--- src/rtl/mc_controller.sv ---
// Multi-cycle RV32I control FSM: sequences fetch/decode/execute/memory/writeback
// over a shared memory and ALU, driving datapath selects, ALU control and enables.
module mc_controller #(
    parameter int STATE_W = 4
) (
    input  logic               clk,
    input  logic               reset,
    input  logic [6:0]         op,
    input  logic [2:0]         funct3,
    input  logic               funct7b5,
    input  logic               zero,
    output logic               pcwrite,
    output logic               adrsrc,
    output logic               memwrite,
    output logic               irwrite,
    output logic [1:0]         resultsrc,
    output logic [1:0]         alusrca,
    output logic [1:0]         alusrcb,
    output logic [1:0]         immsrc,
    output logic [2:0]         alucontrol,
    output logic               regwrite,
    output logic [STATE_W-1:0] state
);

    typedef enum logic [3:0] {
        S_FETCH    = 4'd0,
        S_DECODE   = 4'd1,
        S_MEMADR   = 4'd2,
        S_MEMREAD  = 4'd3,
        S_MEMWB    = 4'd4,
        S_MEMWRITE = 4'd5,
        S_EXECUTER = 4'd6,
        S_EXECUTEI = 4'd7,
        S_ALUWB    = 4'd8,
        S_BEQ      = 4'd9,
        S_JAL      = 4'd10
    } state_t;

    localparam logic [6:0] OP_LW   = 7'b0000011;
    localparam logic [6:0] OP_SW   = 7'b0100011;
    localparam logic [6:0] OP_R    = 7'b0110011;
    localparam logic [6:0] OP_I    = 7'b0010011;
    localparam logic [6:0] OP_BEQ  = 7'b1100011;
    localparam logic [6:0] OP_JAL  = 7'b1101111;

    state_t     cur_state;
    state_t     nxt_state;
    logic       pcupdate;
    logic       branch;
    logic [1:0] aluop;
    logic       irw_raw;
    logic       memw_raw;
    logic       regw_raw;

    always_ff @(posedge clk or posedge reset) begin
        if (reset) cur_state <= S_FETCH;
        else       cur_state <= nxt_state;
    end

    always_comb begin
        nxt_state = S_FETCH;
        case (cur_state)
            S_FETCH: nxt_state = S_DECODE;
            S_DECODE: begin
                case (op)
                    OP_LW, OP_SW: nxt_state = S_MEMADR;
                    OP_R:         nxt_state = S_EXECUTER;
                    OP_I:         nxt_state = S_EXECUTEI;
                    OP_BEQ:       nxt_state = S_BEQ;
                    OP_JAL:       nxt_state = S_JAL;
                    default:      nxt_state = S_FETCH;
                endcase
            end
            S_MEMADR:   nxt_state = (op == OP_SW) ? S_MEMWRITE : S_MEMREAD;
            S_MEMREAD:  nxt_state = S_MEMWB;
            S_MEMWB:    nxt_state = S_FETCH;
            S_MEMWRITE: nxt_state = S_FETCH;
            S_EXECUTER: nxt_state = S_ALUWB;
            S_EXECUTEI: nxt_state = S_ALUWB;
            S_ALUWB:    nxt_state = S_FETCH;
            S_BEQ:      nxt_state = S_FETCH;
            S_JAL:      nxt_state = S_ALUWB;
            default:    nxt_state = S_FETCH;
        endcase
    end

    // Moore decode of the state register; unused codes fall to all-zero.
    always_comb begin
        pcupdate  = 1'b0;
        branch    = 1'b0;
        aluop     = 2'b00;
        irw_raw   = 1'b0;
        memw_raw  = 1'b0;
        regw_raw  = 1'b0;
        adrsrc    = 1'b0;
        resultsrc = 2'b00;
        alusrca   = 2'b00;
        alusrcb   = 2'b00;
        case (cur_state)
            S_FETCH: begin
                irw_raw   = 1'b1;
                alusrcb   = 2'b10;
                resultsrc = 2'b10;
                pcupdate  = 1'b1;
            end
            S_DECODE: begin
                alusrca = 2'b01;
                alusrcb = 2'b01;
            end
            S_MEMADR: begin
                alusrca = 2'b10;
                alusrcb = 2'b01;
            end
            S_MEMREAD: adrsrc = 1'b1;
            S_MEMWB: begin
                resultsrc = 2'b01;
                regw_raw  = 1'b1;
            end
            S_MEMWRITE: begin
                adrsrc   = 1'b1;
                memw_raw = 1'b1;
            end
            S_EXECUTER: begin
                alusrca = 2'b10;
                aluop   = 2'b10;
            end
            S_EXECUTEI: begin
                alusrca = 2'b10;
                alusrcb = 2'b01;
                aluop   = 2'b10;
            end
            S_ALUWB: regw_raw = 1'b1;
            S_BEQ: begin
                alusrca = 2'b10;
                aluop   = 2'b01;
                branch  = 1'b1;
            end
            S_JAL: begin
                alusrca  = 2'b01;
                alusrcb  = 2'b10;
                pcupdate = 1'b1;
            end
            default: ;
        endcase
    end

    always_comb begin
        alucontrol = 3'b000;
        case (aluop)
            2'b01: alucontrol = 3'b001;
            2'b10: begin
                case (funct3)
                    3'b000:  alucontrol = (op[5] & funct7b5) ? 3'b001 : 3'b000;
                    3'b010:  alucontrol = 3'b101;
                    3'b110:  alucontrol = 3'b011;
                    3'b111:  alucontrol = 3'b010;
                    default: alucontrol = 3'b000;
                endcase
            end
            default: alucontrol = 3'b000;
        endcase
    end

    // immsrc follows op in every state since DECODE and MEMADR both use extimm.
    always_comb begin
        case (op)
            OP_SW:   immsrc = 2'b01;
            OP_BEQ:  immsrc = 2'b10;
            OP_JAL:  immsrc = 2'b11;
            default: immsrc = 2'b00;
        endcase
    end

    assign pcwrite  = ~reset & (pcupdate | (branch & zero));
    assign irwrite  = ~reset & irw_raw;
    assign memwrite = ~reset & memw_raw;
    assign regwrite = ~reset & regw_raw;
    assign state    = STATE_W'(cur_state);

endmodule

--- config.mk ---
export PLATFORM = sky130hd
export DESIGN_NAME = mc_controller
export DESIGN_NICKNAME = d
export VERILOG_FILES = /design/src/rtl/mc_controller.sv
export SDC_FILE = /design/constraint.sdc
export NUM_CORES = 1
export LEC_CHECK = 0
export BUFFER_PORTS_ARGS = -buffer_cell sky130_fd_sc_hd__clkbuf_2
export CAP_MARGIN = 40
export CORE_AREA = 2 2 39 41
export DETAILED_ROUTE_END_ITERATION = 8
export DIE_AREA = 0 0 41 43
export HOLD_SLACK_MARGIN = 0.05
export PLACE_DENSITY = 0.78
export SLEW_MARGIN = 15
export SYNTH_ARGS = -nofsm -noshare
export SYNTH_HDL_FRONTEND = slang
export SYNTH_SLANG_ARGS = --single-unit
--- constraint.sdc ---
create_clock -name clk -period 3.55 [get_ports clk]
set_clock_uncertainty 0.15 [all_clocks]
set_input_delay 0.71 -clock clk [delete_from_list [all_inputs] [get_ports clk]]
set_output_delay 0.71 -clock clk [all_outputs]
set_load 0.01 [all_outputs]
**Word-level counts from Yosys, hierarchy flattened**

Index checks and enable logic that the tools add are counted.

- Word-level logic and storage cells: 58
- Flip-flop bits (word level): 4
- Output and inout port bits: 20

- Reductions and logical operators: 11
- Mux-type cells: 17
- Eq/ne operators: 21
- Bitwise operators: 8

Operators with widths:

| operator | number |
|---|---|
| 4-bit case mux with 5 select lines | 2 |
| 4-bit by 3-bit equality test with 1-bit output, second input constant | 4 |
| 2-bit case mux with 2 select lines | 4 |
| 7-bit by 6-bit equality test with 1-bit output, second input constant | 2 |
| 7-bit equality test, second input constant | 2 |
| 4-bit equality test, second input constant | 3 |
| 3-bit case mux with 4 select lines | 1 |
| 2-bit OR reduction | 6 |
| 4-bit by 2-bit equality test with 1-bit output, second input constant | 2 |
| 7-bit by 2-bit equality test with 1-bit output, second input constant | 1 |
| 7-bit by 5-bit equality test with 1-bit output, second input constant | 1 |
| 1-bit two-way mux | 7 |
| 1-bit AND | 6 |
| 3-bit equality test, second input constant | 2 |
| 2-bit case mux with 3 select lines | 1 |
| 3-bit case mux with 2 select lines | 1 |
| 3-bit OR reduction | 2 |
| 4-bit by 1-bit equality test with 1-bit output, second input constant | 1 |
| 4-bit zero test | 1 |
| 4-bit OR reduction | 1 |
| 3-bit by 2-bit equality test with 1-bit output, second input constant | 1 |
| 3-bit zero test | 1 |
| 3-bit two-way mux | 1 |
| 2-bit by 1-bit equality test with 1-bit output, second input constant | 1 |
| 3 further kinds | 3 |

**Depth between registers and ports, before layout**

Gate-level depths: netlist of the first run.

- Depth after elaboration: 5
- Mapped depth: 7

**Worst setup path before layout of the first run**

Ideal clock, no wire load.

- Path type: register -> output
- Start: register cur_state[1] (netlist: state[1])
- End: output alucontrol[2]
- Cell stages (with the launch flop): 5
- Data required time: 2.690 ns
- Arrival time: 1.799 ns
- Setup slack: 0.891 ns
- Cells stage by stage: dfrtp_1 nand2b_1 or3b_4 ha_1 nor4bb_1

- Longest elaborated chain between the ends: 5

RTL lines:

| element | RTL line | RTL |
|---|---|---|
| from (decl) | 46 | `state_t cur_state;` |
| from (signal assigned) | 57 | `else cur_state <= nxt_state;` |
| 4-bit by 3-bit equality test with 1-bit output | 99 | `case (cur_state)` |
| 2-bit OR reduction (no source line) | - |  |
| 2-bit case mux with 2 select lines * | 99 |  |
| 2-bit equality test or 2-bit by 1-bit equality test with 1-bit output (tied branches) | 149 | `case (aluop)` |
| 3-bit case mux with 2 select lines * | 149 |  |
| to (decl) | 20 | `output logic [2:0] alucontrol,` |

Mark *: on every way between the ends. The rest lies on a longest branch, timed or not.

**Worst setup path in the final report of the first run**

Ends and elaborated chain as after synthesis.

==> impl_summary.txt, run 1 <==
----------------------------------------------------
[CTS]
  CTS tree ... done
  # resized after CTS ... 0
  Total number of clock tree sinks ... 4
  Cts-stage hold buffer count ... 0
  Maximum level of the CTS H-tree ... 1
  Setup Buffers After CTS ... 0
  Buffer cell driving the clock tree root ... sky130_fd_sc_hd__clkbuf_4
  Number of buffers on the longest clock path ... 2
  Clock insertion delay at the later pin of the skew report ... approximately 0.23 ns
  Clock buffers created by TritonCTS ... 3
  Register clock-pin slew on the reported worst setup and hold paths ... roughly 0.040 ns

[Flow run]
  Number of maximum-capacitance violations ... 0

[Floorplan]
  Initial core utilization ... between 40% and 50%
  Area of the core ... about 1400 um2
  Die outline area ... around 1800 um2
  Die Ht ... ~43 um
  Number of ports placed on the die boundary ... 34
  Number of placement rows ... 14
  Die width ... approximately 41 um

[Synth]
  Number of nets in the synthesized netlist ... 90
  Number of synthesis warnings ... 0
  Average instance area after synthesis ... ~7.6 um2
  Async SR Flop Fraction ... 100%
  Dominant combinational cell family by area after synthesis ... simple AND/OR/NAND/NOR gates
  Post-synthesis instance area ... 561 um2
  Cell count after synthesis ... 74
  Unique cell type count in the Yosys netlist ... 38
  Mux share of post-synthesis cell area ... 0%
  Number of enable-type register cells in the synthesized netlist ... 0
  Adder and majority gate portion of the synthesized area ... 4.46%
  Number of register bits inferred by synthesis ... 4
  Predominant post-synthesis flop cell ... sky130_fd_sc_hd__dfrtp_1
  Compound-Gate Fraction of Synth Area ... about 18%
  Post-Synth Simple-Gate Area ... between 40 and 50%
  Xor/xnor cell area share of the yosys netlist ... 6.25%
  Sequential area share after synthesis ... between 10% and 20%

[Setup path]
  Crit Reg-Reg Startpoint ... state[3]$_DFF_PP0_
  Reg2Reg Setup Slack ... 1.91 ns
  Required time of the critical path ... approximately 2.7 ns
  Startpoint types ... register
  Endpoint type of the worst setup path ... output pin
  Worst setup path startpoint ... state[1]$_DFF_PP0_
  CP Data Arrival Time ... 2.22 ns
  Buffer and inverter count on the worst path ... 1
  Critical path capture point ... alucontrol[2]
  Top cell family by delay on the critical path ... simple AND/OR/NAND/NOR gates
  Highest-delay cell along the critical path ... sky130_fd_sc_hd__dfrtp_1
  Critical path depth ... 5
  Critical register-to-register path endpoint ... state[1]$_DFF_PP0_
  Crit-path cells ... nand2b_1, or3b_4, ha_1, nor4bb_1, clkbuf_2
  Maximum single-stage delay on the critical path ... between 0.5 and 0.6 ns
  Category of the most critical setup path ... reg -> out
  Worst-path maximum fanout ... 16
  R2R cell count ... 3

[Pwr]
  Leakage power of the design ... about 0.38 nW
  Power density of the placed cells ... 510 nW/um2
  Worst ir drop on vdd ... ~0.36 mV
  Total power ... around 0.38 mW

[Route]
  Via density per instance ... between 5 and 6
  Detailed-route wire length ... 1.34 mm
  Count of antenna-violating nets left after detailed routing ... 0
  Detail-routed net length per standard cell ... roughly 11 um
  Count of vias placed by the detailed router ... approximately 650
  Remaining routing DRC violations ... 0
  DRT iter0 DRCs ... 6
  Drt pass-1 iters ... 4

[Final layout]
  Area growth from synthesis to layout ... 33.7%
  Top library cells by usage in the layout, fill and taps aside ... sky130_fd_sc_hd__clkbuf_2, sky130_fd_sc_hd__nand2_1
  Non-Filler Cell Area, Final ... about 750 um2
  Count of filler cells inserted in the layout ... approximately 140
  Post-layout instance count excluding filler cells ... around 120
  Nets ... roughly 120
  Max FFs per register ... 4
  Fraction of layout instances using a drive strength above 1 ... between 30% and 40%
  Commonest non-fill, non-tap cell in the layout ... sky130_fd_sc_hd__clkbuf_2
  N_diodes ... 0

[STA]
  Setup TNS ... 0 ns
  Setup-violating endpoint count in the final report ... 0
  Final hold violations ... 0
  Crit path time final ... just over 3 ns
  Peak Freq ... about 320 MHz
  Max-slew violation total from the final report ... 0
  Remaining max-slew budget at the tightest pin ... between 60 and 70%
  Actual slew at the worst max-slew pin ... roughly 0.51 ns
  RSZ-0062 raised after global routing ... false
  Crit share post-route ... between 80% and 90%

[Placement]
  Routability congestion estimate ... approximately 0.76
  Post-detailed-placement half-perimeter wirelength ... between 1 and 1.5 mm
  IO buf count ... 33
  Post-placement cell area ... 727 um2
  Cell count after placement ... 119

[Global route]
  Pin count of the biggest net entering global routing ... 18
  First-pass GRT wire length ... around 2.1 mm
  GRT Total Usage ... between 10% and 20%
  Aggregate global routing overflow ... 0
  Number of antenna violations at the first check in global routing ... 0
  Via count of the first global-routing pass ... between 500 and 600

[Worst hold path]
  Worst min-delay path class ... in -> async

[Run status]
  Outcome ... finished clean

----------------------------------------------------
## power breakdown
group / internal, mW / leakage (nW) / total [mW] / switching (mW)
clock: 0.0377 / 0.0138 / 0.0550 / 0.0172
combinational: 0.110 / 0.314 / 0.221 / 0.111
sequential: 0.0569 / 0.0532 / 0.106 / 0.0492
## final cells by class
| class | instances | area, um2 | area share [%] |
|---|---|---|---|
| flip-flops and latches | 4 | 100 | 13.4 |
| clock buffers | 3 | 22.5 | 3.01 |
| inverters | 5 | 18.8 | 2.50 |
| multi-input cells | 61 | 423 | 56.4 |
| well taps | 16 | 20.0 | 2.67 |
| repair buffers | 33 | 165 | 22.0 |
## synth_stat cells, types with 3 or more instances
| library cell | number | area, um2 |
|---|---|---|
| sky130_fd_sc_hd__a21oi_1 | 3 | 15.0 |
| sky130_fd_sc_hd__buf_2 | 3 | 15.0 |
| sky130_fd_sc_hd__dfrtp_1 | 4 | 100 |
| sky130_fd_sc_hd__inv_1 | 4 | 15.0 |
| sky130_fd_sc_hd__nand2_1 | 7 | 26.3 |
| sky130_fd_sc_hd__nand2b_1 | 3 | 18.8 |
| sky130_fd_sc_hd__nor2_1 | 4 | 15.0 |
| sky130_fd_sc_hd__nor2b_1 | 3 | 18.8 |
| sky130_fd_sc_hd__nor3_1 | 4 | 20.0 |
| sky130_fd_sc_hd__nor4_1 | 3 | 18.8 |
## how the worst min path moves through the flow
stage | endpoint | slack [ns]
after floorplan | state[0]$_DFF_PP0_ | 0.34
after global placement | state[0]$_DFF_PP0_ | 0.49
after detailed placement | state[0]$_DFF_PP0_ | 0.49
after CTS | state[0]$_DFF_PP0_ | 0.25
after global routing | state[0]$_DFF_PP0_ | 0.24
final | state[0]$_DFF_PP0_ | 0.24
## cell families (layout without fill, tap and decap cells)
family	count (synthesis)	in the layout
fa+ha+maj	2	2
flops	4	4
xor+xnor	4	4
simple gates	41	41
buf+inv	9	41
compound gates	14	14
## stage by stage
step	setup slack, ns	hold slack [ns]	util [%]
finish	0.465	0.244	54.2
global route	0.358	0.242	54.2
CTS	0.472	0.245	54.2
detailed placement	0.720	0.495	52.5
global placement	0.773	0.490	52.5
floorplan	0.891	0.340	-
## metal layers
layer  wire, um  vias up  track usage, %
met4          0        0            6.00
met3         82        0            6.81
met1        609      287            21.8
li1           -      338               -
met2        653       24            26.3
met5          0        -               0
Power figures use the tool's default switching activity.
==> run 2, diff against run 1 <==
--- a/config.mk
+++ b/config.mk
@@ -5,13 +5,14 @@
 export SDC_FILE = /design/constraint.sdc
 export NUM_CORES = 1
 export LEC_CHECK = 0
+export ABC_AREA = 1
 export BUFFER_PORTS_ARGS = -buffer_cell sky130_fd_sc_hd__clkbuf_2
 export CAP_MARGIN = 40
 export CORE_AREA = 2 2 39 41
 export DETAILED_ROUTE_END_ITERATION = 8
 export DIE_AREA = 0 0 41 43
 export HOLD_SLACK_MARGIN = 0.05
-export PLACE_DENSITY = 0.78
+export PLACE_DENSITY = 0.75
 export SLEW_MARGIN = 15
 export SYNTH_ARGS = -nofsm -noshare
 export SYNTH_HDL_FRONTEND = slang
==> run 2 against run 1 <==
Critical path depth is 4 higher. Combinational power is 21% lower. Fmax is 16% higher. Cell count is 23% higher. Sequential share of layout area is 0.32 points higher. Global-route usage hardly changed. Sequential power is 35% lower. Worst hold slack worse by 0.0050 ns. Final area is 2.3% lower. Via count is 5.7% higher. Power is 22% lower. Critical endpoint unchanged. Largest power group unchanged.
==> impl_summary.txt, run 2 <==
----------------------------------------------------
[Synth]
  Unique cell type count in the Yosys netlist ... 15
  Number of enable-type register cells in the synthesized netlist ... 0
  Number of nets in the synthesized netlist ... 114
  Commonest cells post-synth ... sky130_fd_sc_hd__nand2_1, sky130_fd_sc_hd__inv_1, sky130_fd_sc_hd__nor2_1, sky130_fd_sc_hd__nand3_1, sky130_fd_sc_hd__inv_2
  Sequential area share after synthesis ... around a fifth
  Cell type with the largest total area after synthesis ... sky130_fd_sc_hd__nand2_1
  Number of register bits inferred by synthesis ... 4
  Async SR Flop Fraction ... 100%
  Predominant post-synthesis flop cell ... sky130_fd_sc_hd__dfrtp_1
  Top-count cell post-synth ... sky130_fd_sc_hd__nand2_1
  Biggest area contributors in the synthesized netlist ... sky130_fd_sc_hd__nand2_1, sky130_fd_sc_hd__dfrtp_1, sky130_fd_sc_hd__inv_1, sky130_fd_sc_hd__nor2_1, sky130_fd_sc_hd__nand3_1
  Average instance area after synthesis ... 5.35 um2
  Post-synthesis instance area ... 524 um2
  Number of synthesis warnings ... 0
  Post-synth top area share ... between 20% and 30%
  Cell count after synthesis ... approximately 100

[Route]
  Drt pass-1 iters ... 4
  DRT iter0 DRCs ... 7
  Count of antenna-violating nets left after detailed routing ... 0
  Remaining routing DRC violations ... 0
  Detailed-route wire length ... roughly 1.3 mm
  Via density per instance ... 4.57
  Count of vias placed by the detailed router ... approximately 690
  Detail-routed net length per standard cell ... approximately 8.5 um

[Setup path]
  Crit Reg-Reg Startpoint ... state[2]$_DFF_PP0_
  Worst-path maximum fanout ... 5
  Endpoint type of the worst setup path ... output pin
  Required time of the critical path ... about 2.7 ns
  Critical register-to-register path endpoint ... state[2]$_DFF_PP0_
  Startpoint types ... register
  Category of the most critical setup path ... reg -> out
  R2R cell count ... 5
  CP Data Arrival Time ... 1.81 ns
  Reg2Reg Setup Slack ... between 2 and 2.5 ns

[STA]
  Crit share post-route ... between 70% and 80%
  RSZ-0062 raised after global routing ... false
  Peak Freq ... about 380 MHz
  Smallest hold slack ... 0.239 ns
  Crit path time final ... 2.67 ns
  Post-route worst setup slack ... between 0.8 and 0.9 ns
  Final hold violations ... 0
  Setup TNS ... 0 ns
  Remaining max-slew budget at the tightest pin ... between 80% and 90%
  Max-slew violation total from the final report ... 0
  Setup-violating endpoint count in the final report ... 0
  Actual slew at the worst max-slew pin ... ~0.26 ns

[Global route]
  First-pass GRT wire length ... 2.12 mm
  Pin count of the biggest net entering global routing ... 8
  Via count of the first global-routing pass ... 597
  Aggregate global routing overflow ... 0
  GRT Total Usage ... roughly 17%
  Number of antenna violations at the first check in global routing ... 0

[Placement]
  IO buf count ... 33
  Post-placement cell area ... 709 um2
  Post-detailed-placement half-perimeter wirelength ... around 1.1 mm
  DP Worst Slack ... between 1 and 1.5 ns
  Cell count after placement ... between 100 and 150
  Routability congestion estimate ... about 0.77

[Floorplan]
  Die outline area ... approximately 1800 um2
  Die width ... slightly above 40 um
  Number of ports placed on the die boundary ... 34
  Area of the core ... around 1400 um2
  Number of placement rows ... 14
  Die Ht ... roughly 43 um
  Initial core utilization ... a little under two fifths

[CTS]
  Clock buffers created by TritonCTS ... 3
  Setup Buffers After CTS ... 0
  CTS tree ... done
  Buffer cell driving the clock tree root ... sky130_fd_sc_hd__clkbuf_4
  Register clock-pin slew on the reported worst setup and hold paths ... approximately 0.04 ns
  # resized after CTS ... 0
  Number of buffers on the longest clock path ... 2
  Maximum level of the CTS H-tree ... 1
  Cts-stage hold buffer count ... 0
  Total number of clock tree sinks ... 4
  Clock insertion delay at the later pin of the skew report ... between 0.2 and 0.25 ns

[Final layout]
  Area growth from synthesis to layout ... 39.6%
  Non-Filler Cell Area, Final ... around 730 um2
  Top library cells by usage in the layout, fill and taps aside ... sky130_fd_sc_hd__clkbuf_2, sky130_fd_sc_hd__nand2_1, sky130_fd_sc_hd__inv_1, sky130_fd_sc_hd__nor2_1, sky130_fd_sc_hd__nand3_1
  N_diodes ... 0
  Nets ... about 150
  Fraction of layout instances using a drive strength above 1 ... 35.8%
  Final core utilization ... between 50% and 60%
  Commonest non-fill, non-tap cell in the layout ... sky130_fd_sc_hd__clkbuf_2
  Max FFs per register ... 4
  Count of filler cells inserted in the layout ... 147
  Post-layout instance count excluding filler cells ... 150

[Flow run]
  Number of maximum-capacitance violations ... 0

[Worst hold path]
  Worst min-delay path class ... in -> async

[Run status]
  Outcome ... finished clean

[Pwr]
  Worst ir drop on vdd ... approximately 0.21 mV
  Power density of the placed cells ... 409 nW/um2
  Leakage power of the design ... 0.489 nW
  Total power ... around 0.3 mW

----------------------------------------------------
-- run 2: worst max path at each step --
stage,startpoint,endpoint,slack [ns],cells after the start
after floorplan,state[2]$_DFF_PP0_,alucontrol[2],1.15,8
after global placement,state[2]$_DFF_PP0_,alucontrol[1],1.19,9
after detailed placement,state[2]$_DFF_PP0_,alucontrol[2],1.13,9
after CTS,state[2]$_DFF_PP0_,alucontrol[2],0.87,9
after global routing,state[2]$_DFF_PP0_,alucontrol[0],0.73,9
final,state[2]$_DFF_PP0_,alucontrol[2],0.88,9
-- run 2: critical path, stage by stage (launching register included) --
cell,delay (ns)
sky130_fd_sc_hd__dfrtp_1,0.43
sky130_fd_sc_hd__inv_1,0.07
sky130_fd_sc_hd__nor2_2,0.16
sky130_fd_sc_hd__inv_2,0.07
sky130_fd_sc_hd__nor2_4,0.10
sky130_fd_sc_hd__ha_1,0.23
sky130_fd_sc_hd__inv_1,0.07
sky130_fd_sc_hd__nand2_1,0.07
sky130_fd_sc_hd__nor4_1,0.18
sky130_fd_sc_hd__clkbuf_2,0.18
-- run 2: final cells by class --
cell class / instances / area [um2] / area share, %
Clock buffer: 3 / 22.5 / 3.08
Tap cell: 16 / 20.0 / 2.74
Multi-Input combinational cell: 73 / 345 / 47.2
Timing Repair Buffer: 33 / 165 / 22.6
Inverter: 21 / 78.8 / 10.8
Sequential cell: 4 / 100 / 13.7
-- run 2: cells by family after synthesis --
| logic type | synth area share (%) |
|---|---|
| AO/OA/AOI/OAI | 4.77 |
| adder cells (fa/ha/maj) | 4.77 |
| buffers and inverters | 15.0 |
| flip-flops | 19.1 |
| AND/OR/NAND/NOR | 56.3 |
-- run 2: routing by layer --
metal  wire, um  track usage [%]  vias to the layer above
met2        672             29.7                       18
met3         50             3.66                        2
met4         10             10.7                        0
met1        537             17.7                      298
met5          0                0                        -
li1           -                -                      368
-- run 2: power by group --
part | total (mW) | internal (mW) | leakage, nW | switching (mW)
registers | 0.0685 | 0.0539 | 0.0534 | 0.0146
logic | 0.174 | 0.0651 | 0.422 | 0.109
clock network | 0.0566 | 0.0378 | 0.0138 | 0.0188
total | 0.299 | 0.157 | 0.489 | 0.142
